==> config.mk <==
export PLATFORM = sky130hd
export DESIGN_NAME = muldiv_unit
export DESIGN_NICKNAME = d
export VERILOG_FILES = /design/src/rtl/muldiv_unit.sv
export SDC_FILE = /design/constraint.sdc
export NUM_CORES = 2
export LEC_CHECK = 0
export CORE_ASPECT_RATIO = 0.6
export CORE_UTILIZATION = 41
export CTS_CLUSTER_SIZE = 20
export DETAILED_ROUTE_END_ITERATION = 8
export GPL_ROUTABILITY_DRIVEN = 0
export GPL_TIMING_DRIVEN = 0
export HOLD_SLACK_MARGIN = 0.08
export PLACE_DENSITY = 0.64
export SKIP_CTS_REPAIR_TIMING = 1
export SYNTH_ARGS = -nofsm -noshare
export SYNTH_HDL_FRONTEND = slang
export SYNTH_SLANG_ARGS = --single-unit
==> constraint.sdc <==
create_clock -name clk -period 12.7 [get_ports clk]
set_input_delay 2.54 -clock clk [delete_from_list [all_inputs] [get_ports clk]]
set_output_delay 2.54 -clock clk [all_outputs]
set_load 0.02 [all_outputs]
==> src/rtl/muldiv_unit.sv <==
// rtl/muldiv_unit.sv - multi-cycle MULT/MULTU/DIV/DIVU sequencer owning HI/LO
// Stalls the pipeline while an operation is in flight; a flush aborts it without committing.
module muldiv_unit #(
    parameter int MUL_LAT   = 3,
    parameter int DIV_ITERS = 32
) (
    input  logic        clk,
    input  logic        reset,
    input  logic        valid_i,
    input  logic [2:0]  op_i,
    input  logic [31:0] a_i,
    input  logic [31:0] b_i,
    input  logic        flush_i,
    output logic        busy_o,
    output logic        done_o,
    output logic [31:0] hi_o,
    output logic [31:0] lo_o
);
    typedef enum logic [1:0] {S_IDLE, S_MUL, S_DIV, S_DONE} state_t;

    localparam logic [4:0] MUL_LAST = 5'(MUL_LAT - 1);
    localparam logic [4:0] DIV_LAST = 5'(DIV_ITERS - 1);

    state_t      r_state;
    state_t      w_next;
    logic [31:0] r_a;
    logic [31:0] r_b;
    logic        r_signed;
    logic [31:0] r_dvs;
    logic [31:0] r_rem;
    logic [31:0] r_quo;
    logic        r_neg_q;
    logic        r_neg_r;
    logic        r_div0;
    logic [4:0]  r_cnt;
    logic [31:0] r_hi;
    logic [31:0] r_lo;

    logic        w_accept;
    logic        w_acc_signed;
    logic [31:0] w_a_abs;
    logic [31:0] w_b_abs;
    logic [63:0] w_a_ext;
    logic [63:0] w_b_ext;
    logic [63:0] w_prod;
    logic [32:0] w_rem_sh;
    logic [32:0] w_sub;
    logic        w_ge;
    logic [31:0] w_rem_nx;
    logic [31:0] w_quo_nx;

    assign w_accept     = (r_state == S_IDLE) && valid_i && (op_i <= 3'd3) && !flush_i;
    assign w_acc_signed = ~op_i[0];
    assign w_a_abs      = (w_acc_signed && a_i[31]) ? (~a_i + 32'd1) : a_i;
    assign w_b_abs      = (w_acc_signed && b_i[31]) ? (~b_i + 32'd1) : b_i;

    // The low 64 bits of a 64x64 product of extended operands are exact for both signednesses.
    assign w_a_ext = r_signed ? {{32{r_a[31]}}, r_a} : {32'd0, r_a};
    assign w_b_ext = r_signed ? {{32{r_b[31]}}, r_b} : {32'd0, r_b};
    assign w_prod  = w_a_ext * w_b_ext;

    // r_quo shifts the dividend out of its MSB while quotient bits enter at the LSB.
    assign w_rem_sh = {r_rem, r_quo[31]};
    assign w_sub    = w_rem_sh - {1'b0, r_dvs};
    assign w_ge     = ~w_sub[32];
    assign w_rem_nx = w_ge ? w_sub[31:0] : w_rem_sh[31:0];
    assign w_quo_nx = {r_quo[30:0], w_ge};

    always_ff @(posedge clk) begin
        if (reset) r_state <= S_IDLE;
        else       r_state <= w_next;
    end

    always_comb begin
        w_next = r_state;
        busy_o = 1'b0;
        done_o = 1'b0;
        case (r_state)
            S_IDLE: begin
                busy_o = w_accept;
                if (w_accept) w_next = op_i[1] ? S_DIV : S_MUL;
            end
            S_MUL: begin
                busy_o = 1'b1;
                if (flush_i)                w_next = S_IDLE;
                else if (r_cnt == MUL_LAST) w_next = S_DONE;
            end
            S_DIV: begin
                busy_o = 1'b1;
                if (flush_i)                w_next = S_IDLE;
                else if (r_cnt == DIV_LAST) w_next = S_DONE;
            end
            S_DONE: begin
                done_o = 1'b1;
                w_next = S_IDLE;
            end
            default: w_next = S_IDLE;
        endcase
    end

    always_ff @(posedge clk) begin
        if (reset) begin
            r_a      <= '0;
            r_b      <= '0;
            r_signed <= 1'b0;
            r_dvs    <= '0;
            r_rem    <= '0;
            r_quo    <= '0;
            r_neg_q  <= 1'b0;
            r_neg_r  <= 1'b0;
            r_div0   <= 1'b0;
            r_cnt    <= '0;
            r_hi     <= '0;
            r_lo     <= '0;
        end else begin
            case (r_state)
                S_IDLE: begin
                    if (w_accept) begin
                        r_a      <= a_i;
                        r_b      <= b_i;
                        r_signed <= w_acc_signed;
                        r_dvs    <= w_b_abs;
                        r_rem    <= '0;
                        r_quo    <= w_a_abs;
                        r_neg_q  <= w_acc_signed & (a_i[31] ^ b_i[31]);
                        r_neg_r  <= w_acc_signed & a_i[31];
                        r_div0   <= (b_i == 32'd0);
                        r_cnt    <= '0;
                    end else if (valid_i && !flush_i && op_i == 3'd4) begin
                        r_hi <= a_i;
                    end else if (valid_i && !flush_i && op_i == 3'd5) begin
                        r_lo <= a_i;
                    end
                end
                S_MUL: begin
                    if (flush_i) begin
                        r_cnt <= '0;
                    end else if (r_cnt == MUL_LAST) begin
                        r_hi  <= w_prod[63:32];
                        r_lo  <= w_prod[31:0];
                        r_cnt <= '0;
                    end else begin
                        r_cnt <= r_cnt + 5'd1;
                    end
                end
                S_DIV: begin
                    if (flush_i) begin
                        r_cnt <= '0;
                    end else begin
                        r_rem <= w_rem_nx;
                        r_quo <= w_quo_nx;
                        if (r_cnt == DIV_LAST) begin
                            r_cnt <= '0;
                            // Divide-by-zero reports the raw dividend rather than a sign-fixed magnitude.
                            if (r_div0) begin
                                r_hi <= r_a;
                                r_lo <= 32'hFFFF_FFFF;
                            end else begin
                                r_hi <= r_neg_r ? (~w_rem_nx + 32'd1) : w_rem_nx;
                                r_lo <= r_neg_q ? (~w_quo_nx + 32'd1) : w_quo_nx;
                            end
                        end else begin
                            r_cnt <= r_cnt + 5'd1;
                        end
                    end
                end
                default: ;
            endcase
        end
    end

    assign hi_o = r_hi;
    assign lo_o = r_lo;
endmodule

==> run metrics <==
std cell rows=111; Crit path arrival time=13.49 ns; VDD IR max=0.147 mV; Clock Skew=0.0271 ns; vias per std cell=5.93; placed cell count=9379; mux share of post-synthesis cell area=0.433%; Tot GR Track Use=35.7%; via count=56100; yosys warns=0; Syn Std Cell Area=63000 µm²; DRC Markers=161; failing checks=design-rule violations, negative setup slack; Slowest cell on crit path=dfxtp_1; count of cell types in the netlist=90; Hold WS=0.461 ns; die height=306 µm; Clock Power Share=14.4%; syn_nets=9055; Slew Limit Fails=0; die area=155000 µm²; Pleak=32.7 nW; minimum clock period=13.02 ns; initial antenna violation count=31; CTS Root Cell=clkbuf_16; Post-Synth Simple-Gate Area=15.7%; Gate Count Post-Synth=7213; slowest stage delay, CP=0.81 ns; # setup viols final=6; Seq pwr share=20.1%; CP Class=reg2reg; Yosys reg bits=234; number of port buffers=129; largest net degree at the start of global routing=27; status=finished with violations; fin area=67900 µm²; CP required=13.17 ns; P_int=2.40 mW; worst-path maximum fanout=10; switching pwr=3.18 mW; fraction of layout cells with a size suffix above 1=2.13%; CP top delay family=adder cells; CTS tree=done; core box area=153000 µm²; final WL=280000 µm; power share of the combinational group=65.5%; Worst Max-Slew Pin Slew=1.49 ns; Max Cap Viol=0; Clock Path Buffers=3; clk sinks=234; switching share of total power=57.0%; clock insertion delay at the later pin of the skew report=0.59 ns; routed len/inst=29.7 µm; CP Capture Type=flop; register area share after synthesis=7.43%; Pwr Total=5.58 mW; Fillers=14700; CTS buffer count=20; main combinational cell family by area after synthesis=adder cells; max_slew headroom=0.786%; CTS H-tree lvls=1; final worst slack=-0.322 ns; main flop type after synthesis=dfxtp_1; Max Fclk=0.0768 GHz; Layout area overhead=7.74%; DP HPWL=238000 µm; nets@finish=9203; Iter 0 DRT Violations=9948; CTS clk-pin slew, worst paths=0.08 ns; most used cell, CP=fa_1; adder-cell area share of the yosys netlist=52.1%; number of synthesized flops with an enable pin=0; vias in the first global route=53600; Final ANT Viol Nets=0; Final Hold Vio Count=0; post-synthesis compound-gate area fraction=8.99%; Tcrit/Tclk final=103%; WP buf/inv=7; Initial Util=41.3%; syn avg cell area=8.74 µm²; final cell count without fillers=9451; first-pass GRT wire length=391000 µm; grt ovf=0; Hold WC Path Type=reg2reg; I/O Pins=137; Async S/R FF share, synth=0%; Die X=508 µm; first-pass detailed-route iteration total=9; CP startpoint kind=flop; Power Density=82.1 nW/µm²; post-synthesis xor/xnor area fraction=3.45%; pre-CTS setup slack=-0.784 ns; placed instance area=66900 µm²
==> cell families (layout without fill, tap and decap cells) <==
family / count (synthesis) / count (layout)
AND/OR/NAND/NOR: 2047 / 2047
buffers and inverters: 1991 / 2152
adder cells (fa/ha/maj): 1774 / 1774
AO/OA/AOI/OAI: 895 / 895
XOR/XNOR: 248 / 248
flip-flops: 234 / 234
multiplexers: 24 / 24
other: 0 / 43
==> stage by stage <==
step                      setup TNS [ns]  util (%)
final                             -0.985      44.5
after CTS                          -1.61      44.4
after detailed placement           -1.41      43.8
after global placement             -1.58      43.8
after floorplan                        0         -
after global routing            -0.00478      44.5
==> worst paths after layout <==
path                            slack [ns]  depth (start not counted)  endpoint      from
worst max register to register       -0.32                         30  hi_o[28]  r_signed
worst min register to register        0.46                          2  lo_o[21]  lo_o[21]
worst max-delay path                 -0.32                         30  hi_o[28]  r_signed
worst min-delay path                  0.46                          2  lo_o[21]  lo_o[21]
==> layer usage <==
| layer | track usage (%) | vias to the layer above | part of all wire [%] |
|---|---|---|---|
| met2 | 40.4 | 5276 | 33 |
| met3 | 29.2 | 875 | 24 |
| li1 | - | 22100 | - |
| met4 | 7.81 | 75 | 3.6 |
| met1 | 48.7 | 27700 | 39 |
| met5 | 9.91 | - | 0.98 |
==> placed cells by master (no fill, tap or decap), types with 21 or more instances in the layout <==
| master | netlist | routed |
|---|---|---|
| fa_1 | 1420 | 1420 |
| xor2_1 | 67 | 65 |
| a21o_1 | 49 | 49 |
| clkbuf_2 | 0 | 39 |
| a22oi_1 | 25 | 25 |
| inv_1 | 1587 | 1587 |
| nand3_1 | 38 | 38 |
| clkdlybuf4s50_1 | 0 | 129 |
| a31oi_1 | 26 | 26 |
| clkbuf_16 | 0 | 21 |
| o31ai_1 | 25 | 25 |
| nor2_1 | 252 | 251 |
| nor2b_1 | 26 | 26 |
| nor3_1 | 43 | 42 |
| o21ai_1 | 23 | 25 |
| nand2b_1 | 22 | 22 |
| a211oi_1 | 47 | 45 |
| ha_1 | 351 | 351 |
| clkbuf_1 | 372 | 331 |
| nand2_1 | 935 | 934 |
| o21ai_0 | 190 | 188 |
| dfxtp_1 | 234 | 231 |
| or3_1 | 25 | 25 |
| a21oi_1 | 313 | 313 |
| a311oi_1 | 22 | 22 |
| a221oi_1 | 21 | 21 |
| and2_1 | 579 | 579 |
| diode_2 | 0 | 43 |
| and3_1 | 30 | 30 |
| xnor2_1 | 181 | 178 |
==> registers in the layout (all words and copies together), names as in the netlist <==
signal,cells
r_div0,1
r_state,2
r_neg_r,1
hi_o,32
lo_o,32
r_cnt,5
r_dvs,31
r_rem,32
r_neg_q,1
r_quo,32
r_signed,1
r_b,32
r_a,32
==> layout make-up <==
type	count	area (µm²)	area share (%)
Tap cell	2034	2540	3.75
Multi-Input combinational cell	4988	50900	75.0
Buffer	396	1600	2.35
Antenna cell	43	108	0.158
Clock inverter	11	219	0.322
Sequential cell	234	4690	6.90
Clock buffer	24	547	0.805
Inverter	1589	5960	8.78
Timing Repair Buffer	132	1330	1.96
==> synthesized netlist by cell type (10+ instances only) <==
cell      count  area share [%]
nor2b_1      26            0.26
xor2_1       67            0.93
a22oi_1      25            0.30
or4_1        13            0.15
o21a_1       19            0.23
a211oi_1     47            0.56
o21bai_1     18            0.21
and2_1      579             5.7
nand4_1      18            0.18
a31oi_1      26            0.26
nor4_1       14            0.14
buf_1        16           0.095
dfxtp_1     234             7.4
a311oi_1     22            0.31
o31ai_1      25            0.30
nor2_1      252             1.5
o21ai_0     190             1.5
o41ai_1      13            0.18
nand2_1     935             5.6
a21o_1       49            0.58
nor3b_1      10            0.12
a21oi_1     313             2.5
mux2i_1      15            0.24
a221oi_1     21            0.29
clkbuf_1    372             2.2
or3_1        25            0.25
nand3_1      38            0.30
xnor2_1     181             2.5
o211ai_1     15            0.18
nor3_1       43            0.34
fa_1       1420              45
o21ai_1      23            0.18
ha_1        351             7.0
nand2b_1     22            0.22
and3_1       30            0.30
inv_1      1587             9.4
==> power groups by stage <==
| stage | registers, mW | logic [mW] | clock network (mW) |
|---|---|---|---|
| floorplan | 1.12 | 1.93 | 0 |
| global placement | 1.10 | 3.30 | 0 |
| detailed placement | 1.10 | 3.34 | 0 |
| CTS | 1.09 | 3.36 | 0.775 |
| global route | 1.11 | 3.69 | 0.806 |
| finish | 1.12 | 3.65 | 0.802 |
==> worst reg2reg max path: cells and delay by family (launching register included) <==
family | cells | cell delay (ns)
buffers and inverters | 7 | 1.65
DFF | 1 | 0.81
adders and majority gates | 11 | 5.88
AOI/OAI and AO/OA | 8 | 3.24
muxes | 1 | 0.53
and+or+nand+nor | 3 | 0.81
Power figures use the tool's default switching activity.
